==> config.mk <==
export PLATFORM = sky130hd
export DESIGN_NAME = alu_share_arbiter_flat
export DESIGN_NICKNAME = d
export VERILOG_FILES = /design/src/rtl/alu_share_arbiter_if.sv /design/src/rtl/alu_share_arbiter.sv /design/src/flat_wrapper.sv
export SDC_FILE = /design/constraint.sdc
export NUM_CORES = 1
export LEC_CHECK = 0
export CELL_PAD_IN_SITES_DETAIL_PLACEMENT = 1
export CELL_PAD_IN_SITES_GLOBAL_PLACEMENT = 1
export CORE_MARGIN = 2
export CORE_UTILIZATION = 22
export CTS_CLUSTER_SIZE = 8
export DETAILED_ROUTE_END_ITERATION = 16
export GPL_TIMING_DRIVEN = 0
export PLACE_DENSITY_LB_ADDON = 0.1
export SLEW_MARGIN = 20
export SYNTH_ARGS = -nofsm -noshare
export SYNTH_HDL_FRONTEND = slang
export SYNTH_SLANG_ARGS = --single-unit
==> constraint.sdc <==
create_clock -name clk -period 4.1 [get_ports clk]
set_input_delay 0.82 -clock clk [delete_from_list [all_inputs] [get_ports clk]]
set_output_delay 0.82 -clock clk [all_outputs]
set_load 0.05 [all_outputs]
==> src/rtl/alu_share_arbiter_if.sv <==
// Requester/ALU-side bundle of the shared ALU arbiter.
// master: requesters plus the ALU datapath; slave: the arbiter.
interface alu_share_arbiter_if #(
    parameter int NREQ = 4,
    parameter int W    = 32
);
    logic [NREQ-1:0]   req;
    logic [4*NREQ-1:0] req_func;
    logic [2*NREQ-1:0] req_aluop;
    logic [W*NREQ-1:0] req_a;
    logic [W*NREQ-1:0] req_b;
    logic [NREQ-1:0]   grant;
    logic [NREQ-1:0]   done;
    logic              err;
    logic [W-1:0]      rsp_result;
    logic              rsp_zero;
    logic              busy;
    logic [3:0]        alu_func;
    logic [1:0]        alu_op;
    logic [W-1:0]      alu_a;
    logic [W-1:0]      alu_b;
    logic [W-1:0]      alu_result;
    logic              alu_zero;

    modport master (
        output req, req_func, req_aluop, req_a, req_b,
        output alu_result, alu_zero,
        input  grant, done, err, rsp_result, rsp_zero, busy,
        input  alu_func, alu_op, alu_a, alu_b
    );

    modport slave (
        input  req, req_func, req_aluop, req_a, req_b,
        input  alu_result, alu_zero,
        output grant, done, err, rsp_result, rsp_zero, busy,
        output alu_func, alu_op, alu_a, alu_b
    );
endinterface

==> src/rtl/alu_share_arbiter.sv <==
// Round-robin sharing of one ALU/ALUControl pair among NREQ requesters.
// Fixed 3-cycle operation: grant, settle, done.
module alu_share_arbiter #(
    parameter int NREQ = 4,
    parameter int W    = 32
) (
    input logic clk,
    input logic rst,
    alu_share_arbiter_if.slave bus
);
    localparam int IW = (NREQ > 1) ? $clog2(NREQ) : 1;

    typedef enum logic [1:0] {IDLE, EXEC, DONE} state_t;

    state_t state, state_nx;

    logic [IW-1:0]   rr_ptr;
    logic [IW-1:0]   idx;
    logic [IW-1:0]   sel;
    logic            found;
    logic            ill;
    logic [3:0]      sel_func;
    logic [1:0]      sel_op;
    logic            sel_ill;
    logic [NREQ-1:0] grant_q;
    logic [NREQ-1:0] done_q;
    logic            err_q;
    logic [W-1:0]    result_q;
    logic            zero_q;
    logic            busy_q;
    logic [3:0]      func_q;
    logic [1:0]      op_q;
    logic [W-1:0]    a_q;
    logic [W-1:0]    b_q;
    int              j;

    // First pending requester at or after rr_ptr, wrapping modulo NREQ.
    always_comb begin
        found = 1'b0;
        sel   = '0;
        j     = 0;
        for (int k = 0; k < NREQ; k++) begin
            j = int'(rr_ptr) + k;
            if (j >= NREQ) j = j - NREQ;
            if (!found && bus.req[j]) begin
                found = 1'b1;
                sel   = IW'(j);
            end
        end
    end

    assign sel_func = bus.req_func[4*int'(sel) +: 4];
    assign sel_op   = bus.req_aluop[2*int'(sel) +: 2];
    assign sel_ill  = (sel_op == 2'b10) &&
                      !(sel_func inside {4'b0000, 4'b0010, 4'b0100,
                                         4'b0101, 4'b1010});

    always_ff @(posedge clk or posedge rst) begin
        if (rst) state <= IDLE;
        else     state <= state_nx;
    end

    always_comb begin
        state_nx = state;
        unique case (state)
            IDLE:    if (found) state_nx = EXEC;
            EXEC:    state_nx = DONE;
            DONE:    state_nx = IDLE;
            default: state_nx = IDLE;
        endcase
    end

    always_ff @(posedge clk or posedge rst) begin
        if (rst) begin
            rr_ptr   <= '0;
            idx      <= '0;
            ill      <= 1'b0;
            grant_q  <= '0;
            done_q   <= '0;
            err_q    <= 1'b0;
            result_q <= '0;
            zero_q   <= 1'b0;
            busy_q   <= 1'b0;
            func_q   <= '0;
            op_q     <= '0;
            a_q      <= '0;
            b_q      <= '0;
        end else begin
            grant_q <= '0;
            done_q  <= '0;
            err_q   <= 1'b0;
            busy_q  <= (state_nx != IDLE);
            if (state == IDLE && found) begin
                grant_q <= NREQ'(1) << sel;
                idx     <= sel;
                ill     <= sel_ill;
                func_q  <= sel_func;
                op_q    <= sel_op;
                a_q     <= bus.req_a[W*int'(sel) +: W];
                b_q     <= bus.req_b[W*int'(sel) +: W];
            end
            // alu_* have been stable since the grant edge; sample now.
            if (state == DONE) begin
                done_q   <= NREQ'(1) << idx;
                err_q    <= ill;
                result_q <= ill ? '0 : bus.alu_result;
                zero_q   <= ill ? 1'b0 : bus.alu_zero;
                rr_ptr   <= (idx == IW'(NREQ - 1)) ? '0 : idx + IW'(1);
            end
        end
    end

    assign bus.grant      = grant_q;
    assign bus.done       = done_q;
    assign bus.err        = err_q;
    assign bus.rsp_result = result_q;
    assign bus.rsp_zero   = zero_q;
    assign bus.busy       = busy_q;
    assign bus.alu_func   = func_q;
    assign bus.alu_op     = op_q;
    assign bus.alu_a      = a_q;
    assign bus.alu_b      = b_q;
endmodule

==> src/flat_wrapper.sv <==
// flat-port wrapper written by rule: the top's interface ports become plain ports
module alu_share_arbiter_flat 
#(
    parameter int NREQ = 4,
    parameter int W    = 32
)
  (clk, rst, bus_req, bus_req_func, bus_req_aluop, bus_req_a, bus_req_b, bus_alu_result, bus_alu_zero, bus_grant, bus_done, bus_err, bus_rsp_result, bus_rsp_zero, bus_busy, bus_alu_func, bus_alu_op, bus_alu_a, bus_alu_b);
  alu_share_arbiter_if #(.NREQ(NREQ), .W(W)) bus_i ();
  input logic clk;
  input logic rst;
  input wire logic [$bits(bus_i.req)-1:0] bus_req;
  input wire logic [$bits(bus_i.req_func)-1:0] bus_req_func;
  input wire logic [$bits(bus_i.req_aluop)-1:0] bus_req_aluop;
  input wire logic [$bits(bus_i.req_a)-1:0] bus_req_a;
  input wire logic [$bits(bus_i.req_b)-1:0] bus_req_b;
  input wire logic [$bits(bus_i.alu_result)-1:0] bus_alu_result;
  input wire logic [$bits(bus_i.alu_zero)-1:0] bus_alu_zero;
  output wire logic [$bits(bus_i.grant)-1:0] bus_grant;
  output wire logic [$bits(bus_i.done)-1:0] bus_done;
  output wire logic [$bits(bus_i.err)-1:0] bus_err;
  output wire logic [$bits(bus_i.rsp_result)-1:0] bus_rsp_result;
  output wire logic [$bits(bus_i.rsp_zero)-1:0] bus_rsp_zero;
  output wire logic [$bits(bus_i.busy)-1:0] bus_busy;
  output wire logic [$bits(bus_i.alu_func)-1:0] bus_alu_func;
  output wire logic [$bits(bus_i.alu_op)-1:0] bus_alu_op;
  output wire logic [$bits(bus_i.alu_a)-1:0] bus_alu_a;
  output wire logic [$bits(bus_i.alu_b)-1:0] bus_alu_b;
  assign bus_i.req = bus_req;
  assign bus_i.req_func = bus_req_func;
  assign bus_i.req_aluop = bus_req_aluop;
  assign bus_i.req_a = bus_req_a;
  assign bus_i.req_b = bus_req_b;
  assign bus_i.alu_result = bus_alu_result;
  assign bus_i.alu_zero = bus_alu_zero;
  assign bus_grant = bus_i.grant;
  assign bus_done = bus_i.done;
  assign bus_err = bus_i.err;
  assign bus_rsp_result = bus_i.rsp_result;
  assign bus_rsp_zero = bus_i.rsp_zero;
  assign bus_busy = bus_i.busy;
  assign bus_alu_func = bus_i.alu_func;
  assign bus_alu_op = bus_i.alu_op;
  assign bus_alu_a = bus_i.alu_a;
  assign bus_alu_b = bus_i.alu_b;
  alu_share_arbiter #(.NREQ(NREQ), .W(W)) u_core (.clk(clk), .rst(rst), .bus(bus_i));
endmodule
==> flow_summary.yaml <==
run_status:
  status: "finished clean"
sta:
  finalClockSkew_ns: 0.0142
  setup_slack_ns: 0.717
  tightest_slew_ns: 0.725
  rsz0062_at_grt: "no"
  fmax_mhz: 296
  maxSlewHeadroom_pct: 51.7
  min_period_ns: 3.38
  post-route-period-util_pct: 82.5
  setup_violations: 0
  whs_ns: 0.468
  slew_viol_final: 0
  finalHoldViolCount: 0
global_route:
  grt_pass1_wl_um: 48200
  gr-total-overflow: 0
  grt_start_max_net_pins: 77
  grt_use_total_pct: 21.1
  grt_pass1_vias: 7797
  antenna_found_initial: 3
final_layout:
  fin_nets: 1568
  final_util_pct: 41.3
  layout_common_cells: "431 x clkdlybuf4s50_1, 355 x nand2_1, 120 x dfrtp_1"
  area_delta_synth_final_pct: 84.9
  drive_above_1_share_pct: 5.33
  final_common_cell: "clkdlybuf4s50_1"
clock_tree:
  numCtsBuffers: 17
  path_clk_slew_ns: 0.06
  clock-sinks: 120
  ctsLongestPathBuffers: 2
  worstSkewPairLatency_ns: 0.42
  cts-root-buf: "clkbuf_16"
  htreeDepth: 4
  cts_tree: "yes"
  cts-hold-fix-buffers: 0
  post_cts_buffers: 0
  cts-resized-gates: 0
setup_path:
  crit_arrival_ns: 3.72
  crit_path_end_kind: "flip-flop"
  cp.required_ns: 4.44
  cp-start-kind: "input port"
  crit_type: "input port to flip-flop"
  cp_max_fo: 10
logic_synthesis:
  synth_edf_count: 0
  syn_inst: 794
  syn-num-nets: 1117
  synth_ff_type: "dfrtp_1"
  synth_warnings: 0
  ys_ff_latch: 120
  synth_top_area_share_pct: 46.7
  async_reset_ff_share_pct: 100
  synth_area_leaders: "dfrtp_1 47%, nand2_1 21%, a222oi_1 8.1%, o21ai_0 5.5%, nand3b_1 3.8%"
  synth.avg_cell_area_um2: 8.11
  yosys.area.top_type: "dfrtp_1"
  synth_seq_area_share_pct: 46.7
  ys_types: 34
  netlist_area_um2: 6440
routing:
  drt_wl_total_um: 32900
  wire_per_inst_um: 20.0
  postRouteAntennaNets: 0
  post-route-drc-count: 0
  first_pass_iters: 6
  initialDrtViolationCount: 517
  via_per_inst: 4.57
  route.vias.total: 7520
placement:
  gp_congestion: 0.780
  pre_cts_slack_ns: 0.152
  place_hpwl_um: 26000
  portBuffers: 431
pwr:
  p_leak_nw: 5.20
  switching_share_pct: 50.4
  seq_power_share_pct: 21.4
  p_sw_mw: 4.78
  peakVddDrop_uv: 288
  powerDensity_nw_per_um2: 796
  intPower_mw: 4.70
  pwr-share-clk_pct: 16.8
  p_total_mw: 9.47
  combinationalPowerShare_pct: 61.8
die:
  row_count: 62
  fp.coreArea_um2: 28800
  dieArea_um2: 30600
  ios: 432
  die_w_um: 175
  die_h_um: 175
  start_util_pct: 22.4
run:
  drv_cap: 0
worst_hold_path:
  hold_class: "flip-flop to flip-flop"
[cells by family after synthesis]
logic type               Yosys count  share of synthesized area, %
buffers and inverters             73                          5.29
multiplexers                      20                          3.30
AO/OA/AOI/OAI                    153                          16.3
flip-flops                       120                          46.7
AND/OR/NAND/NOR                  424                          27.7
adder cells (fa/ha/maj)            4                         0.778
[power by group through the flow]
stage,sequential (mW),clock (mW),combinational (mW)
global placement,2.03,0,5.91
detailed placement,2.05,0,5.95
floorplan,3.77,0,1.88
CTS,2.03,1.62,5.97
global route,2.09,1.67,6.31
finish,2.02,1.59,5.86
[flip-flops by register name (all words and copies together), names as in the netlist, 4 cells and up]
name,cells
u_core.bus.grant,4
u_core.bus.rsp_result,32
u_core.bus.alu_b,32
u_core.bus.done,4
u_core.bus.alu_func,4
u_core.bus.alu_a,32
[final timing paths]
| check | start | to | slack [ns] | depth (start not counted) |
|---|---|---|---|---|
| max | bus_req[1] | u_core.bus.alu_b[7] | 0.72 | 10 |
| min | u_core.bus.rsp_result[15] | u_core.bus.rsp_result[15] | 0.47 | 2 |
| max reg2reg | u_core.rr_ptr[1] | u_core.bus.alu_b[7] | 1.24 | 10 |
| min reg2reg | u_core.bus.rsp_result[15] | u_core.bus.rsp_result[15] | 0.47 | 2 |
| max in group asynchronous | rst | u_core.idx[1] | 2.56 | 3 |
| min in group asynchronous | rst | u_core.bus.alu_a[30] | 0.80 | 2 |
[stage by stage]
stage,instance area [um^2],TNS (ns),std cells
after detailed placement,11300,0,1610
after global placement,11200,-259.82,1609
after global routing,11900,0,1643
final,11900,0,1645
after floorplan,6440,0,794
after CTS,11900,0,1642
[cell type report]
class	instances	area, um^2
Sequential cell	120	3000
Inverter	7	33.8
Buffer	66	314
Clock inverter	12	165
Clock buffer	20	447
Fill cell	3363	16900
Antenna cell	3	7.51
Timing Repair Buffer	432	4340
Multi-Input combinational cell	601	3110
Tap cell	384	480
[Yosys cell counts, types with 2 or more instances]
master	count
o21ai_1	18
buf_4	2
buf_2	17
buf_1	2
clkbuf_1	40
nor2_1	4
mux2i_1	13
nand2b_1	2
nor2b_1	4
nand3b_1	33
a21oi_1	6
buf_6	5
o21ai_0	71
ha_1	4
dfrtp_1	120
nand3_1	12
or3_1	2
mux2_2	6
nand2_1	355
a222oi_1	52
inv_1	7
and2_1	7
[metal layers]
layer / share of wire [%] / vias to the layer above / GRT usage, %
li1: - / 3642 / -
met1: 42 / 3572 / 25.6
met2: 51 / 277 / 37.3
met3: 6.1 / 29 / 5.11
met4: 1.5 / 0 / 5.42
met5: 0 / - / 0
[worst max-delay path, stage by stage]
cell and delay, ns:
clkdlybuf4s50_1 0.56, a21oi_1 0.19, o21ai_0 0.08, o2bb2a_1 0.25
buf_2 0.18, buf_2 0.31, buf_2 0.32, buf_1 0.52
o21ai_0 0.28, o21ai_0 0.19
No activity file was read; power rests on OpenSTA's default activity.
